==> config.mk <==
export PLATFORM = sky130hd
export DESIGN_NAME = program_memory_arbiter
export DESIGN_NICKNAME = d
export VERILOG_FILES = /design/src/rtl/program_memory_arbiter.sv
export SDC_FILE = /design/constraint.sdc
export NUM_CORES = 1
export LEC_CHECK = 0
export CAP_MARGIN = 20
export CORE_MARGIN = 2
export CORE_UTILIZATION = 36
export CTS_CLUSTER_SIZE = 20
export DETAILED_ROUTE_END_ITERATION = 12
export PLACE_DENSITY = 0.9
export SYNTH_ARGS = -nofsm -noshare
export SYNTH_HDL_FRONTEND = slang
export SYNTH_SLANG_ARGS = --single-unit
export TNS_END_PERCENT = 5
==> constraint.sdc <==
create_clock -name clk -period 3.1 [get_ports clk]
set_input_delay 0.31 -clock clk [delete_from_list [all_inputs] [get_ports clk]]
set_output_delay 0.31 -clock clk [all_outputs]
set_load 0.1 [all_outputs]
==> src/rtl/program_memory_arbiter.sv <==
// Single-port program memory arbiter: loader writes have priority over instruction fetch reads.
// Optional macro PMEM_ARB_STARVE_GUARD_EN adds a starvation counter that forces a fetch grant.
module program_memory_arbiter #(
  parameter int PC_WIDTH     = 8,
  parameter int DATA_WIDTH   = 32,
  parameter int STARVE_LIMIT = 4
) (
  input  logic                  clk,
  input  logic                  rst,
  input  logic                  fetch_req,
  input  logic [PC_WIDTH-1:0]   fetch_addr,
  output logic                  fetch_gnt,
  output logic                  fetch_valid,
  output logic [DATA_WIDTH-1:0] fetch_data,
  input  logic                  ld_req,
  input  logic [PC_WIDTH-1:0]   ld_addr,
  input  logic [DATA_WIDTH-1:0] ld_wdata,
  output logic                  ld_gnt,
  output logic                  mem_w_en,
  output logic [PC_WIDTH-1:0]   mem_addr,
  output logic [DATA_WIDTH-1:0] mem_wdata,
  input  logic [DATA_WIDTH-1:0] mem_rdata,
  output logic [PC_WIDTH:0]     ld_count
);

  localparam logic [PC_WIDTH:0] CNT_ONE = {{PC_WIDTH{1'b0}}, 1'b1};
  localparam logic [PC_WIDTH:0] CNT_MAX = {(PC_WIDTH+1){1'b1}};

  // The starvation counter is 4 bits wide, so only limits 1..15 are meaningful.
  if (STARVE_LIMIT < 1 || STARVE_LIMIT > 15) begin : g_bad_starve_limit
    $error("STARVE_LIMIT must lie in 1..15");
  end

  logic fetch_hs_s;
  logic ld_hs_s;
  logic starve_hit_s;
  logic fetch_pend_r;

`ifdef PMEM_ARB_STARVE_GUARD_EN
  localparam logic [3:0] STARVE_MAX = 4'(STARVE_LIMIT);

  logic [3:0] starve_r;

  assign starve_hit_s = (starve_r == STARVE_MAX);

  // Count consecutive cycles fetch is left waiting; saturate at the limit.
  always_ff @(posedge clk) begin
    if (!rst) begin
      starve_r <= 4'd0;
    end else if (fetch_req && !fetch_gnt) begin
      if (starve_r != STARVE_MAX) begin
        starve_r <= starve_r + 4'd1;
      end else begin
        starve_r <= starve_r;
      end
    end else begin
      starve_r <= 4'd0;
    end
  end
`else
  assign starve_hit_s = 1'b0;
`endif

  // Grant selection: loader wins ties unless fetch has waited long enough.
  always_comb begin
    fetch_gnt = 1'b0;
    ld_gnt    = 1'b0;
    if (!rst) begin
      fetch_gnt = 1'b0;
      ld_gnt    = 1'b0;
    end else if (fetch_req && ld_req) begin
      if (starve_hit_s) begin
        fetch_gnt = 1'b1;
      end else begin
        ld_gnt = 1'b1;
      end
    end else if (ld_req) begin
      ld_gnt = 1'b1;
    end else if (fetch_req) begin
      fetch_gnt = 1'b1;
    end else begin
      fetch_gnt = 1'b0;
      ld_gnt    = 1'b0;
    end
  end

  assign fetch_hs_s = fetch_req & fetch_gnt;
  assign ld_hs_s    = ld_req & ld_gnt;
  assign fetch_data = mem_rdata;

  // Memory command register plus the read pipeline that times fetch_valid.
  always_ff @(posedge clk) begin
    if (!rst) begin
      mem_w_en     <= 1'b0;
      mem_addr     <= {PC_WIDTH{1'b0}};
      mem_wdata    <= {DATA_WIDTH{1'b0}};
      fetch_pend_r <= 1'b0;
      fetch_valid  <= 1'b0;
      ld_count     <= {(PC_WIDTH+1){1'b0}};
    end else begin
      mem_w_en     <= ld_hs_s;
      fetch_pend_r <= fetch_hs_s;
      fetch_valid  <= fetch_pend_r;
      if (ld_hs_s) begin
        mem_addr  <= ld_addr;
        mem_wdata <= ld_wdata;
        if (ld_count != CNT_MAX) begin
          ld_count <= ld_count + CNT_ONE;
        end else begin
          ld_count <= ld_count;
        end
      end else if (fetch_hs_s) begin
        mem_addr <= fetch_addr;
      end else begin
        mem_addr  <= mem_addr;
        mem_wdata <= mem_wdata;
      end
    end
  end

endmodule

# After elaboration in Yosys (flattened, before gate mapping)
# Cells that the tools add are included.
dict set report word_totals {
  input_bits 84
  out_inout_bits 85
  register_bits 52
}
dict set report op_classes {
  n_eq_ne 1
  bitwise_logic 2
  add_sub_neg 1
  n_reduce_logical 3
  mux 9
}
# op n
set ops {}
lappend ops {{two-way mux 8 bit} 2}
lappend ops {{adder 9 x 1 -> 9 bit (second input constant)} 1}
lappend ops {{inequality test 9 bit (second input constant)} 1}
lappend ops {{two-way mux 1 bit} 7}
lappend ops {{bitwise AND 1 bit} 2}
lappend ops {{AND reduction 2 bit} 1}
lappend ops {{nonzero test 2 bit} 1}
lappend ops {{logical AND 1 bit} 1}

# Longest topological paths before layout
dict set report depth {
  depth_word 7
  mapped_depth 7
  ltp_nobuf 7
}

# Worst setup path before layout
# Ideal clock, no wire load.
dict set report synth_path {
  kind {register to register}
  from {register ld_count[0]}
  to {register ld_count[3]}
  n_path_buf 0
  setup_slack_ns 0.801
  synth_period_minus_slack_ns 2.299
  setup_time_ns 0.070
  arrival_ns 2.229
  path_stages_with_launch 8
  required_time_ns 3.030
  cell_sequence {dfxtp_1 > ha_1 > nand3_1 > nor2_1 > ha_1 > nand4b_1 > or3_2 > a21oi_1}
}
dict set report synth_via {
  elab_chain_cells 2
  elab_cells_between_ends 3
  cone_classes {add/sub: 1; eq/ne: 1; reduce/logical: 1}
}
# item line_no
set synth_rtl {}
lappend synth_rtl {{start: declaration} 23} ;# output logic [PC_WIDTH:0] ld_count
lappend synth_rtl {{start signal: assignment} 99} ;# ld_count <= {(PC_WIDTH+1){1'b0}};
lappend synth_rtl {{start signal: assignment} 108} ;# ld_count <= ld_count + CNT_ONE;
lappend synth_rtl {{start signal: assignment} 110} ;# ld_count <= ld_count;
lappend synth_rtl {{parallel branches: the longest is 2 deep, another holds adder 9 x 1 -> 9 bit} --}
# Parallel ways; which one is timed is not known.
# A chain may end at the register's enable or synchronous reset.

# Final worst setup path
dict set report layout_path {
  from {register mem_wdata[15]}
  to {output mem_wdata[15]}
}
# item line_no
set layout_rtl {}
lappend layout_rtl {{start: declaration} 21} ;# output logic [DATA_WIDTH-1:0] mem_wdata,
lappend layout_rtl {{start signal: assignment} 96} ;# mem_wdata <= {DATA_WIDTH{1'b0}};
lappend layout_rtl {{start signal: assignment} 106} ;# mem_wdata <= ld_wdata;
lappend layout_rtl {{start signal: assignment} 116} ;# mem_wdata <= mem_wdata;
# No word-level cell between the ends.

==> metrics.md <==
| Metric | Value |
|---|---|
| Starting Density | 37.6% |
| Commonest cells after routing, fill and taps aside | clkdlybuf4s50_1 (92), dfxtp_1 (52), nor2_1 (47), mux2i_1 (42), buf_4 (14) |
| Worst path cell trace | clkdlybuf4s50_1 |
| Initial antenna violation count | 0 |
| Worst setup EP type | output pin |
| Internal power | 1.04 mW |
| GP Congestion | 0.707 |
| Net Count, Synth | 311 |
| Combinational share of power | 31.1% |
| HPWL Detailed | 3770 µm |
| Synth top area cells | dfxtp_1 (47%), mux2i_1 (19%), buf_4 (11%) |
| Wire length on met2 | 2530 µm |
| Seq cells post-synth | 52 |
| Leak | 1.35 nW |
| CTS tree | built |
| Share of cells above drive strength 1 | 11.4% |
| Die span in y | 82.9 µm |
| Sequential cell area fraction in the yosys report | 46.5% |
| P&R area growth vs syn | 41.4% |
| Hold crit path type | in -> reg |
| Max Slew Vio Count | 0 |
| Cells after DPL | 364 |
| DRT Pass-1 Iters | 4 |
| Worst EP required | 2790 ps |
| Antenna Cells | 0 |
| Max Fanout on Critical Path | 2 |
| Die Area | 6860 µm² |
| PortBufs | 104 |
| Worst R2R End | ld_count[3]$_SDFFE_PN0P_ |
| Metal1 wirelength | 2150 µm |
| Row cnt | 28 |
| Critical path type | reg -> out |
| Max cap viols | 0 |
| Non-filler cells, final | 372 |
| Post-synth cell types | 28 |
| Routed Antenna Nets | 0 |
| Gr usage total | 14.8% |
| Commonest non-fill, non-tap cell in the layout | clkdlybuf4s50_1 |
| Met3 WL | 442 µm |
| # Post-CTS Setup Buffers | 0 |
| Ports | 169 |
| Core ar. | 5960 µm² |
| WP data arrival | 1800 ps |
| Cell family with most CP delay | buffers and inverters |
| Fmax | 475 MHz |
| Clock Latency Late Sink | 300 ps |
| Vias per inst | 4.68 |
| VDD IR max | 0.000223 V |
| Drt wl/cell | 13.9 µm |
| Sink Count | 52 |
| First-pass GRT wire length | 8420 µm |
| Vias in the first global route | 1838 |
| CTS max path bufs | 2 |
| Final Critical Period | 2110 ps |
| Post-synthesis instance total | 225 |
| Synth area leader | dfxtp_1 |
| Routed WL | 5160 µm |
| Clk pwr share | 24.0% |
| Hold Crit Start | ld_req |
| Worst reg-to-reg setup slack | 1130 ps |
| Slowest CP cell | clkdlybuf4s50_1 |
| Reg power frac | 44.8% |
| # hold bufs at CTS | 0 |
| Drt initial violations | 68 |
| CTS Buf Count | 5 |
| CTS resizes | 0 |
| Worst Setup SP | mem_wdata[15]$_SDFFE_PN0P_ |
| Worst-case hold path end point | fetch_pend_r$_SDFF_PN0_ |
| CP Buf/Inv Count | 1 |
| H-Tree Depth | 2 |
| Type of origin of the critical path | flop |
| DR top layer | met4 |
| Mapped Avg Cell Area | 9.95 µm² |
| Syn Std Cell Area | 2240 µm² |
| Power Density | 511 nW/µm² |
| Final Hold Fails | 0 |
| Switching share of power | 35.6% |
| R2R cell count | 7 |
| Worst slew pin tran | 998 ps |
| RSZ-0062 raised after global routing | false |
| # DRC | 0 |
| Largest stage delay, worst path | 1140 ps |
| Horiz. Die Dim | 82.9 µm |
| Final setup TNS | 0 ps |
| Gr ovfl total | 0 |
| Pin count of the biggest net entering global routing | 35 |
| Outcome | finished clean |
| Routed via count | 1741 |
| Yosys warnings | 0 |
| Hold path cells | 2 |
| Crit Reg-Reg Startpoint | ld_count[0]$_SDFFE_PN0P_ |
| Share of the synthesized area in the top cell type | 46.5% |
| Layout net count | 382 |
| Final setup violation count | 0 |
| Final Skew | 5.47 ps |
| Root Driver | clkbuf_8 |
| Fin crit share | 67.9% |
| P_sw | 0.575 mW |
| Clock-pin slew on the worst setup and hold paths | 90 ps |
| Slew HR | 33.3% |
worst max path at each step:
stage,endpoint,cells after the start
6_report,mem_wdata[15],1
5_1_grt,mem_wdata[16],1
4_1_cts,mem_wdata[16],1
3_5_place_dp,mem_wdata[6]$_SDFFE_PN0P_,4
3_3_place_gp,fetch_gnt,4
2_1_floorplan,ld_count[3]$_SDFFE_PN0P_,7
sequential cells by signal, summed over array words and instances (netlist names):
| signal | cells |
|---|---|
| fetch_pend_r | 1 |
| fetch_valid | 1 |
| ld_count | 9 |
| mem_addr | 8 |
| mem_w_en | 1 |
| mem_wdata | 32 |
routing by layer:
layer | up-vias | global-route usage [%]
met5 | - | 0
met4 | 0 | 4.62
met3 | 10 | 6.26
met2 | 77 | 25.4
met1 | 795 | 16.4
li1 | 859 | -
area by class of cell:
class / instances / area (µm²)
flip-flops and latches: 52 / 1040
multi-input cells: 126 / 891
fillers: 566 / 2790
repair buffers: 107 / 1030
inverters: 4 / 15.0
well taps: 75 / 93.8
clock buffers: 6 / 82.6
clock inverters: 2 / 10.0
kinds of logic (layout without fill, tap and decap cells):
family | after synthesis | after routing | synth area share, %
simple gates | 62 | 62 | 12.4
fa+ha+maj | 2 | 2 | 1.12
mux | 50 | 50 | 22.8
flops | 52 | 52 | 46.5
xor+xnor | 2 | 2 | 0.783
compound gates | 10 | 10 | 2.68
buf+inv | 47 | 119 | 13.7
power groups by stage:
stage	Combinational (mW)	Clock (mW)	Sequential, mW
finish	0.503	0.388	0.724
global route	0.523	0.432	0.729
CTS	0.506	0.405	0.725
detailed placement	0.505	0	0.739
global placement	0.499	0	0.738
floorplan	0.291	0	0.996
cell usage after synthesis:
cell	instances
nand4b_1	2
nand4_2	1
o41ai_1	1
or3_2	1
xnor2_1	1
inv_1	4
and2_1	1
dfxtp_1	52
mux2_2	8
clkbuf_1	3
buf_4	33
buf_2	5
xor2_1	1
ha_1	2
nor2_1	47
buf_1	2
nand2_2	1
nand2_1	2
nand3_1	2
o311ai_0	1
o21ai_0	3
or4_1	1
a21oi_1	4
nor2b_1	1
nand3b_1	1
o31ai_1	1
mux2i_1	42
or3_1	2
per-stage QoR:
stage	area [µm²]	utilization (%)	power, mW	setup WS, ps	hold WS, ps
2_1_floorplan	2240	-	1.29	801	412
3_5_place_dp	3070	51.6	1.24	1140	442
4_1_cts	3160	53.1	1.64	967	396
6_report	3160	53.1	1.62	995	400
3_3_place_gp	3070	51.6	1.24	1150	422
5_1_grt	3160	53.1	1.68	919	420
(Power assumes the default switching activity.)
==> RTL edit (same flow settings) <==
Put one more register stage on the output `ld_count`. The value now appears one clock later. The other outputs are not delayed to match.
--- a/src/rtl/program_memory_arbiter.sv
+++ b/src/rtl/program_memory_arbiter.sv
@@ -26,4 +26,6 @@
   localparam logic [PC_WIDTH:0] CNT_ONE = {{PC_WIDTH{1'b0}}, 1'b1};
   localparam logic [PC_WIDTH:0] CNT_MAX = {(PC_WIDTH+1){1'b1}};
+
+  logic [PC_WIDTH:0] ld_count_s0;
 
   // The starvation counter is 4 bits wide, so only limits 1..15 are meaningful.
@@ -97,5 +99,5 @@
       fetch_pend_r <= 1'b0;
       fetch_valid  <= 1'b0;
-      ld_count     <= {(PC_WIDTH+1){1'b0}};
+      ld_count_s0  <= {(PC_WIDTH+1){1'b0}};
     end else begin
       mem_w_en     <= ld_hs_s;
@@ -105,8 +107,8 @@
         mem_addr  <= ld_addr;
         mem_wdata <= ld_wdata;
-        if (ld_count != CNT_MAX) begin
-          ld_count <= ld_count + CNT_ONE;
+        if (ld_count_s0 != CNT_MAX) begin
+          ld_count_s0 <= ld_count_s0 + CNT_ONE;
         end else begin
-          ld_count <= ld_count;
+          ld_count_s0 <= ld_count_s0;
         end
       end else if (fetch_hs_s) begin
@@ -119,4 +121,8 @@
   end
 
+  always_ff @(posedge clk) begin
+    ld_count <= ld_count_s0;
+  end
+
 endmodule
 
Check against the original RTL: not equivalent (Yosys sat finds a counterexample within 4 cycles, from zero or initial values and one cycle with rst low).
==> RTL edit against the unedited design <==
Setup slack worse by 0.032 ns; first-iteration DRC count down 60%; cell count grew 4.8%; total power up 23%; combinational power about the same; sequential cell count increased by 9; cell area up 8.9%; wire length is 8.4% higher; non-clock buffer count shrank 1; synthesized cell count up 4.0%; synthesized area grew 8.0%.
==> RTL edit: results <==
group,metric,value,unit
pwr,leakagePower,1.44,nW
pwr,vdd_drop_max,264,uV
pwr,power_frac_seq,42.6,%
final_layout,nNetsFinal,394,
pwr,swShare,33.7,%
placement,place_ws,1.10,ns
placement,dpl_cell_area,3270,sq um
timing,period_minus_slack,2.14,ns
status,status,"finished, final reports clean",
clock_tree,clk_pin_slew_worst_paths,0.07,ns
pwr,p_comb_share,25.4,%
logic_synthesis,synth_seq_area_share,50.5,%
clock_tree,clock_tree.htree_level_count,3,
logic_synthesis,synth_area_leaders,"dfxtp_1, mux2i_1, buf_4",
final_layout,utilization,53.7,%
placement,hpwl,4050,um
drt,routed_wl,5590,um
timing,worst_slew_pin_slew,0.997,ns
drt,dr_wl_met2,2730,um
setup_path,rrSetupSlack,1.17,ns
global_route,met3_usage,8.18,%
drt,wl_met1,2270,um
global_route,grt_util_met2,25.8,%
final_layout,reg.largest.list,"mem_wdata (32), ld_count (9), ld_count_s0 (9)",
timing,clock_skew,0.00743,ns
setup_path,cp_data_arrival_time,1.83,ns
final_layout,drive_gt1_share,9.90,%
timing,holdWs,0.387,ns
global_route,grt_pass1_wl,8660,um
logic_synthesis,netlist_top_cells_count,"dfxtp_1, nor2_1, mux2i_1, buf_4, mux2_2",
logic_synthesis,syn_inst,234,
placement,placedCellCount,374,
min_path,min_path_type,"reg -> reg",
logic_synthesis,synthesis.nets,320,
clock_tree,cts_inserted_buffers,9,
final_layout,n_fill_cell,579,
drt,dr_wl_met3,450,um
drt,vias_per_cell,4.60,
## RTL edit: worst paths after layout
path,startpoint,endpoint,cells after the start
hold / removal,ld_count_s0[7],ld_count[7],0
hold reg to reg,ld_count_s0[7],ld_count[7],0
setup / recovery,mem_wdata[18],mem_wdata[18],1
setup reg to reg,ld_count_s0[0],ld_count_s0[3],7
## RTL edit: layout make-up
| type | count | area share [%] |
|---|---|---|
| repair buffers | 106 | 30.3 |
| inverters | 4 | 0.436 |
| multi-input cells | 126 | 25.9 |
| well taps | 77 | 2.80 |
| flip-flops and latches | 61 | 35.4 |
| clock buffers | 13 | 4.61 |
| clock inverters | 3 | 0.581 |
## RTL edit: cell families (layout without fill, tap and decap cells)
family	count (synthesis)	in the layout	share of synthesized area [%]
compound gates	10	10	2.48
xor+xnor	2	2	0.724
fa+ha+maj	2	2	1.03
buf+inv	47	126	12.7
flops	61	61	50.5
mux	50	50	21.1
simple gates	62	62	11.5
